$ cat src/rtl/gbf_pkg.sv
// Shared types and helpers for the GBF burst channel.
//   gbf_state_e : channel FSM states
//   gbf_base()  : tile base address from (i,j,k) for input or weight layout
//   AW, ID_W    : address / id widths for the default channel configuration
package gbf_pkg;

    typedef enum logic [1:0] {
        StIdle,
        StBurst,
        StDrain
    } gbf_state_e;

    localparam int unsigned AW   = $clog2(96);
    localparam int unsigned ID_W = $clog2(4) + 1;

    // mode 0 (input):  (i*minor_dim + k) * burst_len
    // mode 1 (weight): (k*minor_dim + j) * burst_len
    // Computed at 32 bits so callers can range-check before truncating.
    function automatic logic [31:0] gbf_base(input logic        mode,
                                             input logic [31:0] i,
                                             input logic [31:0] j,
                                             input logic [31:0] k,
                                             input logic [31:0] minor_dim,
                                             input logic [31:0] burst_len);
        logic [31:0] tile;
        tile = mode ? (k * minor_dim + j) : (i * minor_dim + k);
        return tile * burst_len;
    endfunction

endpackage

$ cat src/rtl/rr_arbiter.sv
// Round-robin arbiter: picks the first asserted request at or above rr_ptr_i,
// wrapping to the lowest asserted request otherwise.
//   req_i       : request vector
//   rr_ptr_i    : search start position
//   winner_o    : one-hot grant of the winner (0 when no request)
//   winner_id_o : binary index of the winner
//   any_o       : at least one request asserted
module rr_arbiter
    import gbf_pkg::*;
#(
    parameter int unsigned N = 4,
    parameter int unsigned W = ID_W
) (
    input  logic [N-1:0] req_i,
    input  logic [W-1:0] rr_ptr_i,
    output logic [N-1:0] winner_o,
    output logic [W-1:0] winner_id_o,
    output logic         any_o
);

    logic         hi_found;
    logic         lo_found;
    logic [W-1:0] hi_id;
    logic [W-1:0] lo_id;

    // Scanning downward leaves the lowest matching index in each candidate.
    always_comb begin
        hi_found = 1'b0;
        lo_found = 1'b0;
        hi_id    = '0;
        lo_id    = '0;
        for (int i = int'(N) - 1; i >= 0; i--) begin
            if (req_i[i]) begin
                lo_found = 1'b1;
                lo_id    = W'(i);
                if (i >= int'(rr_ptr_i)) begin
                    hi_found = 1'b1;
                    hi_id    = W'(i);
                end
            end
        end
    end

    assign any_o       = lo_found;
    assign winner_id_o = hi_found ? hi_id : lo_id;

    always_comb begin
        winner_o = '0;
        for (int i = 0; i < int'(N); i++) begin
            winner_o[i] = any_o && (winner_id_o == W'(i));
        end
    end

endmodule

$ cat src/rtl/gbf_burst_channel.sv
// GBF read-bus channel: NUM_REQ requesters share one RAM read port. A round-robin
// winner holds its grant for a whole BURST_LEN-word tile read starting at a base
// derived from its (i,j,k) index; read data returns RAM_LAT cycles later tagged
// with id / valid / last.
//   clk, rst (async, active-low)
//   req, idx_i/j/k        : requester side (indices packed per requester)
//   grant                 : one-hot, first address through last data
//   ram_en/ram_addr/ram_q : RAM read port
//   data_out/vld/last/id  : returned data to the PEs
//   busy, err             : channel not idle / out-of-range burst pulse
module gbf_burst_channel
    import gbf_pkg::*;
#(
    parameter int unsigned WIDTH     = 32,
    parameter int unsigned HEIGHT    = 96,
    parameter int unsigned NUM_REQ   = 4,
    parameter int unsigned IDX_W     = 8,
    parameter int unsigned BURST_LEN = 16,
    parameter int unsigned MINOR_DIM = 3,
    parameter int unsigned MODE      = 0,
    parameter int unsigned RAM_LAT   = 1,
    localparam int unsigned AddrW    = $clog2(HEIGHT),
    localparam int unsigned IdW      = $clog2(NUM_REQ) + 1
) (
    input  logic                     clk,
    input  logic                     rst,
    input  logic [NUM_REQ-1:0]       req,
    input  logic [NUM_REQ*IDX_W-1:0] idx_i,
    input  logic [NUM_REQ*IDX_W-1:0] idx_j,
    input  logic [NUM_REQ*IDX_W-1:0] idx_k,
    output logic [NUM_REQ-1:0]       grant,
    output logic                     ram_en,
    output logic [AddrW-1:0]         ram_addr,
    input  logic [WIDTH-1:0]         ram_q,
    output logic [WIDTH-1:0]         data_out,
    output logic                     data_vld,
    output logic                     data_last,
    output logic [IdW-1:0]           data_id,
    output logic                     busy,
    output logic                     err
);

    localparam int unsigned BeatW = $clog2(BURST_LEN + 1);

    gbf_state_e state_q, state_d;

    logic [IdW-1:0]     rr_ptr_q, rr_ptr_d;
    logic [IdW-1:0]     win_id_q, win_id_d;
    logic [NUM_REQ-1:0] win_oh_q, win_oh_d;
    logic [AddrW-1:0]   base_q, base_d;
    logic [BeatW-1:0]   beat_q, beat_d;
    logic               err_q, err_d;

    logic [NUM_REQ-1:0] arb_oh;
    logic [IdW-1:0]     arb_id;
    logic               arb_any;

    logic [IDX_W-1:0]   sel_i, sel_j, sel_k;
    logic [31:0]        base_full;
    logic [32:0]        end_addr;
    logic               in_range;
    logic               beat_last;

    logic [RAM_LAT-1:0] vld_q;
    logic [RAM_LAT-1:0] last_q;
    logic [IdW-1:0]     id_q [RAM_LAT];

    function automatic logic [IdW-1:0] ptr_after(input logic [IdW-1:0] id);
        return (id == IdW'(NUM_REQ - 1)) ? '0 : id + IdW'(1);
    endfunction

    rr_arbiter #(
        .N (NUM_REQ),
        .W (IdW)
    ) u_arb (
        .req_i       (req),
        .rr_ptr_i    (rr_ptr_q),
        .winner_o    (arb_oh),
        .winner_id_o (arb_id),
        .any_o       (arb_any)
    );

    // Index of the current arbitration winner.
    always_comb begin
        sel_i = '0;
        sel_j = '0;
        sel_k = '0;
        for (int r = 0; r < int'(NUM_REQ); r++) begin
            if (arb_oh[r]) begin
                sel_i = idx_i[r*IDX_W +: IDX_W];
                sel_j = idx_j[r*IDX_W +: IDX_W];
                sel_k = idx_k[r*IDX_W +: IDX_W];
            end
        end
    end

    // Range check is done on the untruncated base.
    assign base_full = gbf_base(MODE != 0, 32'(sel_i), 32'(sel_j), 32'(sel_k),
                                32'(MINOR_DIM), 32'(BURST_LEN));
    assign end_addr  = {1'b0, base_full} + 33'(BURST_LEN);
    assign in_range  = end_addr <= 33'(HEIGHT);
    assign beat_last = beat_q == BeatW'(BURST_LEN - 1);

    // State register
    always_ff @(posedge clk or negedge rst) begin
        if (!rst) begin
            state_q  <= StIdle;
            rr_ptr_q <= '0;
            win_id_q <= '0;
            win_oh_q <= '0;
            base_q   <= '0;
            beat_q   <= '0;
            err_q    <= 1'b0;
        end else begin
            state_q  <= state_d;
            rr_ptr_q <= rr_ptr_d;
            win_id_q <= win_id_d;
            win_oh_q <= win_oh_d;
            base_q   <= base_d;
            beat_q   <= beat_d;
            err_q    <= err_d;
        end
    end

    // Next state
    always_comb begin
        state_d  = state_q;
        rr_ptr_d = rr_ptr_q;
        win_id_d = win_id_q;
        win_oh_d = win_oh_q;
        base_d   = base_q;
        beat_d   = beat_q;
        err_d    = 1'b0;
        unique case (state_q)
            StIdle: begin
                if (arb_any) begin
                    if (!in_range) begin
                        // Skip the offender so the next requester gets a turn.
                        err_d    = 1'b1;
                        rr_ptr_d = ptr_after(arb_id);
                    end else begin
                        state_d  = StBurst;
                        win_id_d = arb_id;
                        win_oh_d = arb_oh;
                        base_d   = base_full[AddrW-1:0];
                        beat_d   = '0;
                    end
                end
            end
            StBurst: begin
                beat_d = beat_q + BeatW'(1);
                if (beat_last) begin
                    state_d = StDrain;
                end
            end
            StDrain: begin
                if (data_last) begin
                    state_d  = StIdle;
                    rr_ptr_d = ptr_after(win_id_q);
                end
            end
            default: state_d = StIdle;
        endcase
    end

    // Outputs
    always_comb begin
        ram_en   = 1'b0;
        ram_addr = '0;
        grant    = '0;
        busy     = 1'b0;
        unique case (state_q)
            StBurst: begin
                ram_en   = 1'b1;
                ram_addr = base_q + AddrW'(beat_q);
                grant    = win_oh_q;
                busy     = 1'b1;
            end
            StDrain: begin
                grant = win_oh_q;
                busy  = 1'b1;
            end
            default: ;
        endcase
    end

    assign err = err_q;

    // Read-return pipeline, aligned with the RAM latency.
    always_ff @(posedge clk or negedge rst) begin
        if (!rst) begin
            vld_q  <= '0;
            last_q <= '0;
            for (int s = 0; s < int'(RAM_LAT); s++) begin
                id_q[s] <= '0;
            end
        end else begin
            vld_q[0]  <= ram_en;
            last_q[0] <= ram_en && beat_last;
            id_q[0]   <= win_id_q;
            for (int s = 1; s < int'(RAM_LAT); s++) begin
                vld_q[s]  <= vld_q[s-1];
                last_q[s] <= last_q[s-1];
                id_q[s]   <= id_q[s-1];
            end
        end
    end

    assign data_vld  = vld_q[RAM_LAT-1];
    assign data_last = data_vld && last_q[RAM_LAT-1];
    assign data_id   = data_vld ? id_q[RAM_LAT-1] : '0;
    assign data_out  = data_vld ? ram_q : '0;

endmodule
$ cat config.mk
export PLATFORM = sky130hd
export DESIGN_NAME = gbf_burst_channel
export DESIGN_NICKNAME = d
export VERILOG_FILES = /design/src/rtl/gbf_pkg.sv /design/src/rtl/rr_arbiter.sv /design/src/rtl/gbf_burst_channel.sv
export SDC_FILE = /design/constraint.sdc
export NUM_CORES = 1
export LEC_CHECK = 0
export ABC_AREA = 1
export CORE_UTILIZATION = 35
export CTS_CLUSTER_SIZE = 28
export DETAILED_ROUTE_END_ITERATION = 8
export PLACE_DENSITY = 0.85
export SLEW_MARGIN = 20
export SYNTH_ARGS = -nofsm -noshare
export SYNTH_HDL_FRONTEND = slang
export SYNTH_SLANG_ARGS = --single-unit
export TNS_END_PERCENT = 1
$ cat constraint.sdc
create_clock -name clk -period 6.89 [get_ports clk]
set_clock_uncertainty 0.2 [all_clocks]
set_input_delay 1.378 -clock clk [delete_from_list [all_inputs] [get_ports clk]]
set_output_delay 1.378 -clock clk [all_outputs]
set_load 0.03 [all_outputs]
Word level (Yosys, flattened, before mapping)
Cells that the tools add are included.
Word-level totals
  bits in latches: 0
  output and inout port bits: 51
  memory bits (writable): 0
  memory bits (read-only): 0
  flip-flop bits (word level): 26
  word-level logic and storage cells: 105
  memories: 0
  input port bits: 134
Cells by class
  $mul: 1
  mux-type cells: 56
  div/mod/pow operators: 0
  $add $sub $neg: 6
  shift operators: 0
  reduce and logical (&&, ||, !) cells: 15
  eq/ne operators: 12
  bitwise gates (word level): 0
  $lt $le $gt $ge: 5
Operators with widths (number)
  $mux W8: 8
  $mux W3: 14
  $mux W32: 1
  $mux W2: 9
  $mux W1: 17
  $add A15 B5 Y16 const B: 1
  $le A16 B7 Y1 const B: 1
  $add A10 B8 Y11: 1
  $mul A8 B2 Y10 const B: 1
  $mux W5: 2
  $pmux W5 S2: 1
  $eq A3 B2 Y1 const B: 3
  $ne A2 B2 Y1 const B: 4
  $reduce_and A4 Y1: 2
  $add A7 B5 Y7: 1
  $mux W7: 1
  $add A3 B1 Y3 const B: 2
  $ge A1 B3 Y1 const A: 2
  $ge A2 B3 Y1 const A: 2
  $logic_and A1 B1 Y1: 6
  $pmux W2 S3: 1
  $pmux W3 S2: 1
  $reduce_and A3 Y1: 2
  $add A5 B1 Y5 const B: 1
  other kinds (10): 11

Longest topological paths before layout
Gate-level depths: netlist of the first run.
  depth in word-level cells: 23
  gate-level depth with buffers: 35
  gate-level depth less buffers: 34

Hierarchy
From an unflattened synthesis of the first run, not the netlist that was laid out.
Unflattened totals
  cells, all modules: 487
  area total of the unflattened synthesis: 3109.2 µm²
Modules (own cells, without submodules)
  gbf_burst_channel: cells an instance 451, area each 2930.3 µm², times used 1, sequential area each 650.6 µm²
  rr_arbiter: cells an instance 36, area each 178.9 µm², times used 1, sequential area each 0.0 µm²

Least setup slack after synthesis of the first run
Ideal clock, no wire load.
  kind: input to register
  from: in req[2]
  to: reg win_id_q[1]
  data required time: 6557 ps
  path slack: 951 ps
  path buffers: 2
  arrival time: 5606 ps
  library setup time: 133 ps
  stages on the path: 32
  cell sequence: inv_1 -> a21oi_1 -> inv_1 -> nand2_1 -> o21ai_0 -> ha_1 -> inv_1 -> nor3_2 -> buf_2 -> nand2_1 -> nand3_1 -> o21ai_0 -> nand2_1 -> o21ai_0 -> fa_1 -> inv_1 -> ha_1 -> inv_1 -> fa_1 -> inv_1 -> nand2_1 -> nand3_1 -> nand2_1 -> a21oi_2 -> nand2_1 -> nor2_1 -> nand2_1 -> nor2_2 -> nand4_4 -> buf_6 -> nand2_2 -> o21ai_2
Between the ends
  cells in the longest elaborated chain, start to end: 17
  elaborated cells between the ends (all ways): 38
  classes of those cells: 2 x add/sub; 1 x mul; 1 x order compare; 3 x eq/ne; 25 x mux; 6 x reduce/logical
RTL lines
  start, declared: line gbf_burst_channel.sv:27  | input logic [NUM_REQ-1:0] req,
  $mux W3 or $mux W1 (tied branches): line rr_arbiter.sv:33  | if (req_i[i]) begin
  $mux W3 or $mux W1 (tied branches): line rr_arbiter.sv:36  | if (i >= int'(rr_ptr_i)) begin
  $mux W3 or $mux W1 (tied branches): line rr_arbiter.sv:33
  $mux W3 or $mux W1 (tied branches): line rr_arbiter.sv:36
  $mux W3 or $mux W1 (tied branches): line rr_arbiter.sv:33
  $mux W3: line rr_arbiter.sv:45  | assign winner_id_o = hi_found ? hi_id : lo_id;
  $logic_not A3 Y1: line rr_arbiter.sv:50  | winner_o[i] = any_o && (winner_id_o == W'(i));
  $logic_and A1 B1 Y1: line rr_arbiter.sv:50
  $mux W8 (4 in series): line gbf_burst_channel.sv:89  | if (arb_oh[r]) begin
  $mul A8 B2 Y10: line gbf_pkg.sv:26  | tile = mode ? (k * minor_dim + j) : (i * minor_dim + k);
  $add A10 B8 Y11: line gbf_pkg.sv:26
  $add A15 B5 Y16: line gbf_burst_channel.sv:100  | assign end_addr = {1'b0, base_full} + 33'(BURST_LEN);
  $le A16 B7 Y1: line gbf_burst_channel.sv:101  | assign in_range = end_addr <= 33'(HEIGHT);
  $reduce_and A3 Y1 (no source line)
  end signal, assigned: line gbf_burst_channel.sv:117  | win_id_q <= win_id_d;
  end, declared: line gbf_burst_channel.sv:48  | logic [IdW-1:0] win_id_q, win_id_d;
Parallel ways exist; a longest one is shown, timed or not.
A chain may end at the register's enable or synchronous reset.

Final worst setup path of the first run
  from: in req[2]
  to: reg win_oh_q[2]
Between the ends
  cells in the longest elaborated chain, start to end: 17
  elaborated cells between the ends (all ways): 38
  classes of those cells: 2 x add/sub; 1 x mul; 1 x order compare; 3 x eq/ne; 25 x mux; 6 x reduce/logical
RTL lines
  $mux W3 or $mux W1 (tied branches): line rr_arbiter.sv:33
  $mux W3 or $mux W1 (tied branches): line rr_arbiter.sv:36
  $mux W3 or $mux W1 (tied branches): line rr_arbiter.sv:33
  $mux W3 or $mux W1 (tied branches): line rr_arbiter.sv:36
  $mux W3 or $mux W1 (tied branches): line rr_arbiter.sv:33
  $mux W3 *: line rr_arbiter.sv:45
  named net arb_id[0]: line gbf_burst_channel.sv:55  | logic [IdW-1:0] arb_id;
  $logic_not A3 Y1: line rr_arbiter.sv:50
  $logic_and A1 B1 Y1: line rr_arbiter.sv:50
  $mux W8 (4 in series): line gbf_burst_channel.sv:89
  $mul A8 B2 Y10: line gbf_pkg.sv:26
  $add A10 B8 Y11: line gbf_pkg.sv:26
  $add A15 B5 Y16: line gbf_burst_channel.sv:100
  $le A16 B7 Y1: line gbf_burst_channel.sv:101
  $reduce_and A3 Y1 (no source line)
  end signal, assigned: line gbf_burst_channel.sv:118  | win_oh_q <= win_oh_d;
  end, declared: line gbf_burst_channel.sv:49  | logic [NUM_REQ-1:0] win_oh_q, win_oh_d;
Mark *: on every way through the listed nets, which the timed path passes. The rest lies on a longest branch.

==> summary.md, run 1 <==
| Metric | Value |
|---|---|
| Postcts setup bufs | `0` |
| Slew margin rel. | `between 30 and 40%` |
| Slew @ Worst Pin | `966.1 ps` |
| Vias | `3,614` |
| Reg clk slew, reported paths | `80 ps` |
| Fraction of registers with async set/reset | `100.0%` |
| Clk buf depth | `2` |
| CTS tree | `built` |
| Cells after Synth | `483` |
| Yosys cell types | `39` |
| Min-Delay Endpoint | `id_q[1]$_DFF_PN0_` |
| Number of CTS-inserted buffers | `3` |
| WHS Path Cells | `0` |
| Multi-input gate area | `2022 um2` |
| Nature of the critical path endpoint | `register` |
| Min setup slack post-route | `473.6 ps` |
| GRT Overall Usage | `between 10% and 20%` |
| Critical Path Max Stage Delay | `550 ps` |
| GRT overflow | `0` |
| Final Hold Vio Count | `0` |
| Post-placement cell count | `728` |
| Yosys reg bits | `23` |
| Worst path depth | `32` |
| Bufs and invs on worst path | `8` |
| Port Buffer Count | `roughly 150` |
| # diodes | `0` |
| Clock root buffer | `clkbuf_8` |
| Tmin final | `6416 ps` |
| HP Start | `win_id_q[1]$_DFFE_PN0P_` |
| Seq/Total Area, Yosys | `19.19%` |
| Cell Area, Synth | `2999 um2` |
| Die Wd | `94.57 um` |
| Synth warnings | `0` |
| Non-Filler Instances | `734` |
| Fin crit share | `93.13%` |
| R2R depth | `32` |
| Initial Util | `36.32%` |
| Status | `completed` |
| Data required time of the worst path | `a little under 7000 ps` |
| DRT iter0 DRCs | `approximately 150` |
| CP Data Arrival Time | `6380 ps` |
| Die area | `8943 um2` |
| Vias in the first global route | `around 3.4k` |
| Max-Cap Viols | `0` |
| Commonest non-fill, non-tap cell in the layout | `nand2_1` |
| Core ar. | `8258 um2` |
| FF-to-FF setup slack | `1660 ps` |
| Setup WS pre-CTS | `-243.4 ps` |
| Clk sinks | `23` |
| Most used cell, CP | `nand2_1` |
| Top delay family on crit path | `simple AND/OR/NAND/NOR gates` |
| P&R area growth vs syn | `56.53%` |
| Worst setup SP type | `input pin` |
| Synth Area per Inst | `about 6.2 um2` |
| Number of synthesized flops with an enable pin | `0` |
| CP max FO | `11` |
| Detailed Routing Iterations Pass 1 | `5` |
| Hold crit path type | `register to register` |
| Final HPWL DP | `7209 um` |
| Commonest non-fill, non-tap cells in the layout | `nand2_1 (152), clkdlybuf4s50_1 (150), inv_1 (96)` |
| Initial antenna violation count | `0` |
| RSZ-0062 raised after global routing | `no` |
| Die height | `~95 um` |
| Routability cong. | `approximately 0.82` |
| Worst reg2reg path endpoint | `win_oh_q[2]$_DFFE_PN0P_` |
| Worst skew pair latency | `around 270 ps` |
| DRC errors left | `0` |
| H-tree Lvls | `1` |
| CP max stage cell | `fa_1` |
| IO Pins | `~190` |
| Layout cell share with drive strength beyond 1 | `7.631%` |
| Ys flop type | `dfrtp_1` |
| Row count | `33` |
| Drt total wl | `8836 um` |
| R2r startpoint | `rr_ptr_q[0]$_DFFE_PN0P_` |
| Post-route ant nets | `0` |
| Utilization after layout | `56.85%` |
| Post-Syn Nets | `649` |
| Slew Limit Fails | `0` |
| First-pass GRT wire length | `13,990 um` |
| Number of fillers in the final layout | `724` |
| Setup-failing EPs final | `0` |
| Crit Path Class | `input pin to register` |
| Largest net degree at the start of global routing | `37` |
| Fmax | `155.8 MHz` |
| Register area | `~580 um2` |
| Final net count | `a little under 800` |
| Vias per Instance | `between 4 and 5` |
| Mean routed wirelength per cell | `12.04 um` |
## synth_stat cells, types with 2 or more instances
cell,n,share of area (%)
nand3_1,41,6.8
nor2_1,27,3.4
buf_2,5,0.83
a221oi_1,5,1.5
dfrtp_1,23,19
o21ai_2,9,2.6
nand2_4,2,0.75
o22ai_1,2,0.42
a31oi_1,3,0.63
nor2_2,3,0.63
buf_6,2,0.75
nand3b_1,2,0.50
inv_2,4,0.50
nand2_2,11,2.3
nand2_1,152,19
nand4_1,2,0.42
a311oi_1,2,0.58
a21oi_1,11,1.8
inv_1,96,12
ha_1,24,10
fa_1,8,5.3
o21a_1,3,0.75
o21ai_0,23,3.8
or2_2,2,0.42
clkbuf_1,7,0.88
## how the worst max path moves through the flow
stage,start,endpoint,slack (ps)
global placement,req[2],win_oh_q[3]$_DFFE_PN0P_,-60
CTS,req[2],win_oh_q[3]$_DFFE_PN0P_,140
global route,req[2],win_oh_q[0]$_DFFE_PN0P_,30
finish,req[2],win_oh_q[2]$_DFFE_PN0P_,470
floorplan,req[2],win_id_q[1]$_DFFE_PN0P_,950
detailed placement,req[2],win_oh_q[3]$_DFFE_PN0P_,-240
## metal layers
metal | global-route usage, % | wire [um]
met1 | 18.88 | 3138
met2 | 40.10 | 4697
met3 | 2.415 | 795
met4 | 7.197 | 204
met5 | 0 | 0
## repair_timing
item	4_1_cts	5_1_grt
hold buffers	0	0
setup endpoints to repair	1	16
endpoints found under the hold margin	0	0
resized for setup	1	7
pin swaps	0	2
cloned	0	2
## layout make-up
cell class	count	share of cell area [%]
multi-input combinational	346	43.07
timing repair buffer	156	32.89
sequential	23	12.26
inverter	100	7.996
tap	105	2.799
clock buffer	3	0.8795
clock inverter	1	0.1066
## sequential cells by signal, summed over array words and instances (netlist names)
register	cells
err	1
beat_q	5
state_q	2
rr_ptr_q	2
last_q	1
base_q	3
id_q	2
data_vld	1
win_id_q	2
win_oh_q	4
## kinds of logic after synthesis
family	count (synthesis)	synth area share (%)
DFF	23	19.19
xor gates and xnor gates	1	0.2921
AOI/OAI and AO/OA	60	12.72
other	1	0.1250
buffers and inverters	116	15.35
adders and majority gates	32	15.35
and+or+nand+nor	249	36.63
muxes	1	0.3338
## metrics by stage
step | setup TNS [ps] | instance area, um2 | hold slack [ps]
after floorplan | 0 | 2999 | 195.5
after global placement | -494.4 | 4594 | 210.6
after detailed placement | -2998 | 4594 | 227.5
after CTS | 0 | 4641 | 246.5
after global routing | 0 | 4695 | 266.4
final | 0 | 4695 | 255.0
Power of run 1 is left out: the tool's default activity adds up to more than one toggle a clock period on the data nets, which glitch-free logic cannot reach.
==> run 2: changes to the inputs <==
Settings changed: CORE_MARGIN set to 2, PLACE_DENSITY 0.85 to 0.86.
==> summary.md, run 2 (synthesis results as in run 1) <==
| Metric | Value |
|---|---|
| H-tree Lvls | `1 (unchanged)` |
| Most used cell, CP | `nand2_1` |
| Setup tns final | `0 ps (unchanged)` |
| Worst reg2reg path endpoint | `win_id_q[0]$_DFFE_PN0P_` |
| Vias | `3,561 (-1.5%)` |
| Biggest register | `beat_q` |
| Layout cell share with drive strength beyond 1 | `7.778% (+0.15 points)` |
| CP max stage cell | `clkdlybuf4s50_1` |
| Final HPWL DP | `7351 um (+2.0%)` |
| CTS tree | `built` |
| Min-Delay Endpoint | `id_q[1]$_DFF_PN0_` |
| DRT iter0 DRCs | `167 (+11%)` |
| Row count | `33 (unchanged)` |
| Initial Util | `36.32% (unchanged)` |
| Commonest non-fill, non-tap cells in the layout | `nand2_1 (152), clkdlybuf4s50_1 (150), inv_1 (96)` |
| DRC errors left | `0 (unchanged)` |
| Drt total wl | `8526 um (-3.5%)` |
| Detailed Routing Iterations Pass 1 | `4 (-1)` |
| Fin area | `4663 um2 (-0.67%)` |
| Postcts setup bufs | `0 (unchanged)` |
| Nature of the critical path endpoint | `register` |
| Data required time of the worst path | `6840 ps (about the same)` |
| Clk buf depth | `2 (unchanged)` |
| P&R area growth vs syn | `55.49%` |
| Post-route ant nets | `0 (unchanged)` |
| Worst setup SP type | `input pin` |
| Tmin final | `6460 ps (+43.35 ps)` |
| Crit Path Class | `input pin to register` |
| Initial antenna violation count | `0 (unchanged)` |
| Final net count | `797 (+0.13%)` |
| First-pass GRT wire length | `13,840 um (-1.1%)` |
| Reg clk slew, reported paths | `80 ps (about the same)` |
| Slew @ Worst Pin | `974.6 ps (+8.483 ps)` |
| Final Hold Vio Count | `0 (unchanged)` |
| Setup-failing EPs final | `0 (unchanged)` |
| Hold crit path type | `register to register` |
| IO Pins | `185 (unchanged)` |
| RSZ-0062 raised after global routing | `no` |
| Top Registers | `beat_q: 5 flops, win_oh_q: 4 flops, base_q: 3 flops` |
| Fin crit share | `93.76% (+0.63 points)` |
| GRT overflow | `0 (unchanged)` |
| PostCTS Resize Cnt | `0 (-1)` |
| CP max FO | `12 (+1)` |
| Mean routed wirelength per cell | `11.60 um (-3.6%)` |
| Die Wd | `96.57 um (+2.1%)` |
| GRT Overall Usage | `18.20% (-1.1 points)` |
| Vias per Instance | `4.845 (-1.6%)` |
| Max reg flops | `5 (unchanged)` |
| Critical Path Max Stage Delay | `530 ps (-20 ps)` |
| Status | `completed` |
| Commonest non-fill, non-tap cell in the layout | `nand2_1` |
| Max-Cap Viols | `0 (unchanged)` |
| Slew margin rel. | `35.03% (-0.57 points)` |
| Die area | `9326 um2 (+4.3%)` |
| Routability cong. | `0.8623 (+5.2%)` |
| Core ar. | `8258 um2 (unchanged)` |
| # diodes | `0 (unchanged)` |
| Largest net degree at the start of global routing | `37 (unchanged)` |
| R2r startpoint | `rr_ptr_q[1]$_DFFE_PN0P_` |
| FF-to-FF setup slack | `1630 ps (-30 ps)` |
| # hold bufs at CTS | `0 (unchanged)` |
| Placed inst area | `4617 um2 (+0.49%)` |
| Clock root buffer | `clkbuf_8` |
| Fmax | `154.8 MHz (-0.67%)` |
| HP Start | `win_id_q[1]$_DFFE_PN0P_` |
| Worst skew pair latency | `260 ps (about the same)` |
| Port Buffer Count | `151 (unchanged)` |
| WHS Path Cells | `0 (unchanged)` |
| Clk sinks | `23 (unchanged)` |
| Slew Limit Fails | `0 (unchanged)` |
| Vias in the first global route | `3,347 (-1.6%)` |
| Die height | `96.57 um (+2.1%)` |
| R2R depth | `31 (-3.1%)` |
| Number of CTS-inserted buffers | `3 (unchanged)` |
| CP Data Arrival Time | `6410 ps (+30 ps)` |
-- run 2: per-layer routing --
metal / GRT usage (%) / share of wire [%] / vias to the layer above
li1: - / - / 1788
met1: 18.37 / 38 / 1620
met2: 38.02 / 52 / 139
met3: 2.948 / 8.1 / 14
met4: 4.225 / 1.3 / 0
met5: 0 / 0 / -
-- run 2: area by class of cell --
class	instances	area, um2
Clock buffer	3	41.29
Clock inverter	1	5.005
Fill cell	712	3595
Inverter	100	375.4
Multi-Input combinational cell	344	1968
Sequential cell	23	575.6
Tap cell	105	131.4
Timing Repair Buffer	159	1567
-- run 2: worst max-delay path, delay by kind of cell --
kind / cells / cell delay [ps]
buf+inv: 10 / 1630
fa+ha+maj: 4 / 1400
simple gates: 14 / 1390
compound gates: 6 / 600
-- run 2: how the worst max path moves through the flow --
stage                start                       to  slack (ps)  cells past startpoint
global route        req[1]  win_id_q[0]$_DFFE_PN0P_          90                     34
floorplan           req[2]  win_id_q[1]$_DFFE_PN0P_         950                     32
CTS                 req[1]  win_id_q[0]$_DFFE_PN0P_         270                     28
detailed placement  req[1]  win_id_q[0]$_DFFE_PN0P_          20                     28
finish              req[1]  win_id_q[0]$_DFFE_PN0P_         430                     34
global placement    req[1]  win_id_q[0]$_DFFE_PN0P_         240                     28
-- run 2: stage by stage --
stage          util, %  hold WS, ps  worst slack, ps  instances
2_1_floorplan        -        195.5            950.6        483
3_3_place_gp     55.91        213.4            243.6        731
3_5_place_dp     55.91        225.0            15.28        731
4_1_cts          56.47        242.3            271.8        735
5_1_grt          56.47        266.1            93.42        735
6_report         56.47        241.3            430.2        735
Power of run 2 is left out for the same reason.
==> edit, RTL diff (flow settings as in run 1) <==
Change the parameter `BURST_LEN` from 16 to 32.
--- a/src/rtl/gbf_burst_channel.sv
+++ b/src/rtl/gbf_burst_channel.sv
@@ -17,3 +17,3 @@
     parameter int unsigned IDX_W     = 8,
-    parameter int unsigned BURST_LEN = 16,
+    parameter int unsigned BURST_LEN = 32,
     parameter int unsigned MINOR_DIM = 3,
Function: changed (Yosys sat finds a counterexample within 4 cycles, from zero or initial values and one cycle with rst low).
==> edit against run 1 <==
- area after synthesis is 2.9% lower
- routed wire length grew 5.7%
- sequential cell count stayed put
- setup slack better by 0.094 ns
- cell area fell by 2.7%
- largest cell class unchanged
- utilization grew 1.1 points
==> edit: results (changes against run 1) <==
stage,metric,value,unit,change
outcome,status,"complete, no violations",,unchanged
detailed_routing,routed-wl-met2,4653,um,was 4697 um
timing,fin_crit_sh,0.9176,,was 0.9313
logic_synthesis,ys_seq_area_frac,0.1976,,was 0.1919
layout,final_cells,735,,was 734
worst_setup_path,rr_worst_depth,28,,was 32
global_routing,grt_pass1_vias,3388,,was 3400
layout,final.signal_buffer_count,158,,was 156
detailed_routing,drt-total-wl,9338,um,was 8836 um
layout,sh_seq_area,0.1260,,was 0.1226
layout,top_regs,"beat_q (6), win_oh_q (4)",,"was beat_q (5), win_oh_q (4), base_q (3)"
logic_synthesis,ys_types,34,,was 39
layout,n_clock_buffer,4,,was 3
logic_synthesis,synth_nets,650,,was 649
layout,antenna_cells,3,,was 0
clocking,cts_resized,0,,was 1
layout,n_fill_cell,691,,was 724
worst_setup_path,critPathArrivalTime,6.33,ns,was 6.38 ns
worst_setup_path,critical_path.endpoint,beat_q[2],,was win_oh_q[2]
global_routing,grt_usage,0.2197,,was 0.1926
worst_setup_path,cp_max_fo,17,,was 11
global_routing,grt_use_met3,0.03740,,was 0.02415
logic_synthesis,synth_common_cells,"nand2_1 (161), inv_1 (105), nand3_1 (44)",,"was nand2_1 (152), inv_1 (96), nand3_1 (41)"
detailed_routing,met3_length,801,um,was 795 um
detailed_routing,drtIter0Drc,150,,was 151
layout,inverters,106,,was 100
worst_setup_path,cpMostUsedCell,nand2_1,,unchanged
global_routing,grt_start_max_net_pins,41,,was 37
layout,buf_share,0.3413,,was 0.3289
place,dp_hpwl,7862,um,was 7209 um
global_routing,use_met2,0.4314,,was 0.4010
detailed_routing,num_vias,3552,,was 3614
detailed_routing,wl_met1,3440,um,was 3138 um
layout,clk_share,0.009860,,was 0.009861
logic_synthesis,ys_top_cells_by_area,"nand2_1 (21%), dfrtp_1 (20%), inv_1 (14%)",,"was dfrtp_1 (19%), nand2_1 (19%), inv_1 (12%)"
worst_setup_path,r2r-start,rr_ptr_q[1],,was rr_ptr_q[0]
layout,multi_input_cells,339,,was 346
logic_synthesis,yosys.area.top_type_share,0.2075,,was 0.1919
layout,sequential_cell_total,23,,unchanged
global_routing,antenna_found_initial,3,,was 0
global_routing,grt_first_pass_wirelength,15000,um,was 13990 um
place,post-place-ws,0.2099,ns,was -0.2434 ns
layout,drive_above_1_share,0.03968,,was 0.07631
detailed_routing,first_pass_iters,4,,was 5
timing,worst_pin_slew,0.9875,ns,was 0.9661 ns
worst_setup_path,ff2ff_setup_slack,1.76,ns,was 1.66 ns
## edit: changes by cell type after synthesis, moves of 7 or more
cell,before,now
o22ai_1,2,9
clkbuf_1,7,15
o21ai_0,23,13
nand2_2,11,2
inv_1,96,105
nand2_1,152,161
o21ai_2,9,2
## edit: per-stage QoR
step	hold WS, ns	cell area (sq um)
final	0.2165	4568
after global routing	0.2397	4568
after CTS	0.2173	4559
after detailed placement	0.2090	4514
after global placement	0.1936	4514
after floorplan	0.1775	2913
## edit: logic make-up (layout without fill, tap and decap cells)
logic type / Yosys count / in the layout / synth area share
AOI/OAI and AO/OA: 56 / 56 / 0.1130
and+or+nand+nor: 249 / 249 / 0.3647
xor gates and xnor gates: 5 / 5 / 0.01504
DFF: 23 / 23 / 0.1976
other: 1 / 4 / 0.001287
adders and majority gates: 28 / 28 / 0.1409
buffers and inverters: 126 / 268 / 0.1675
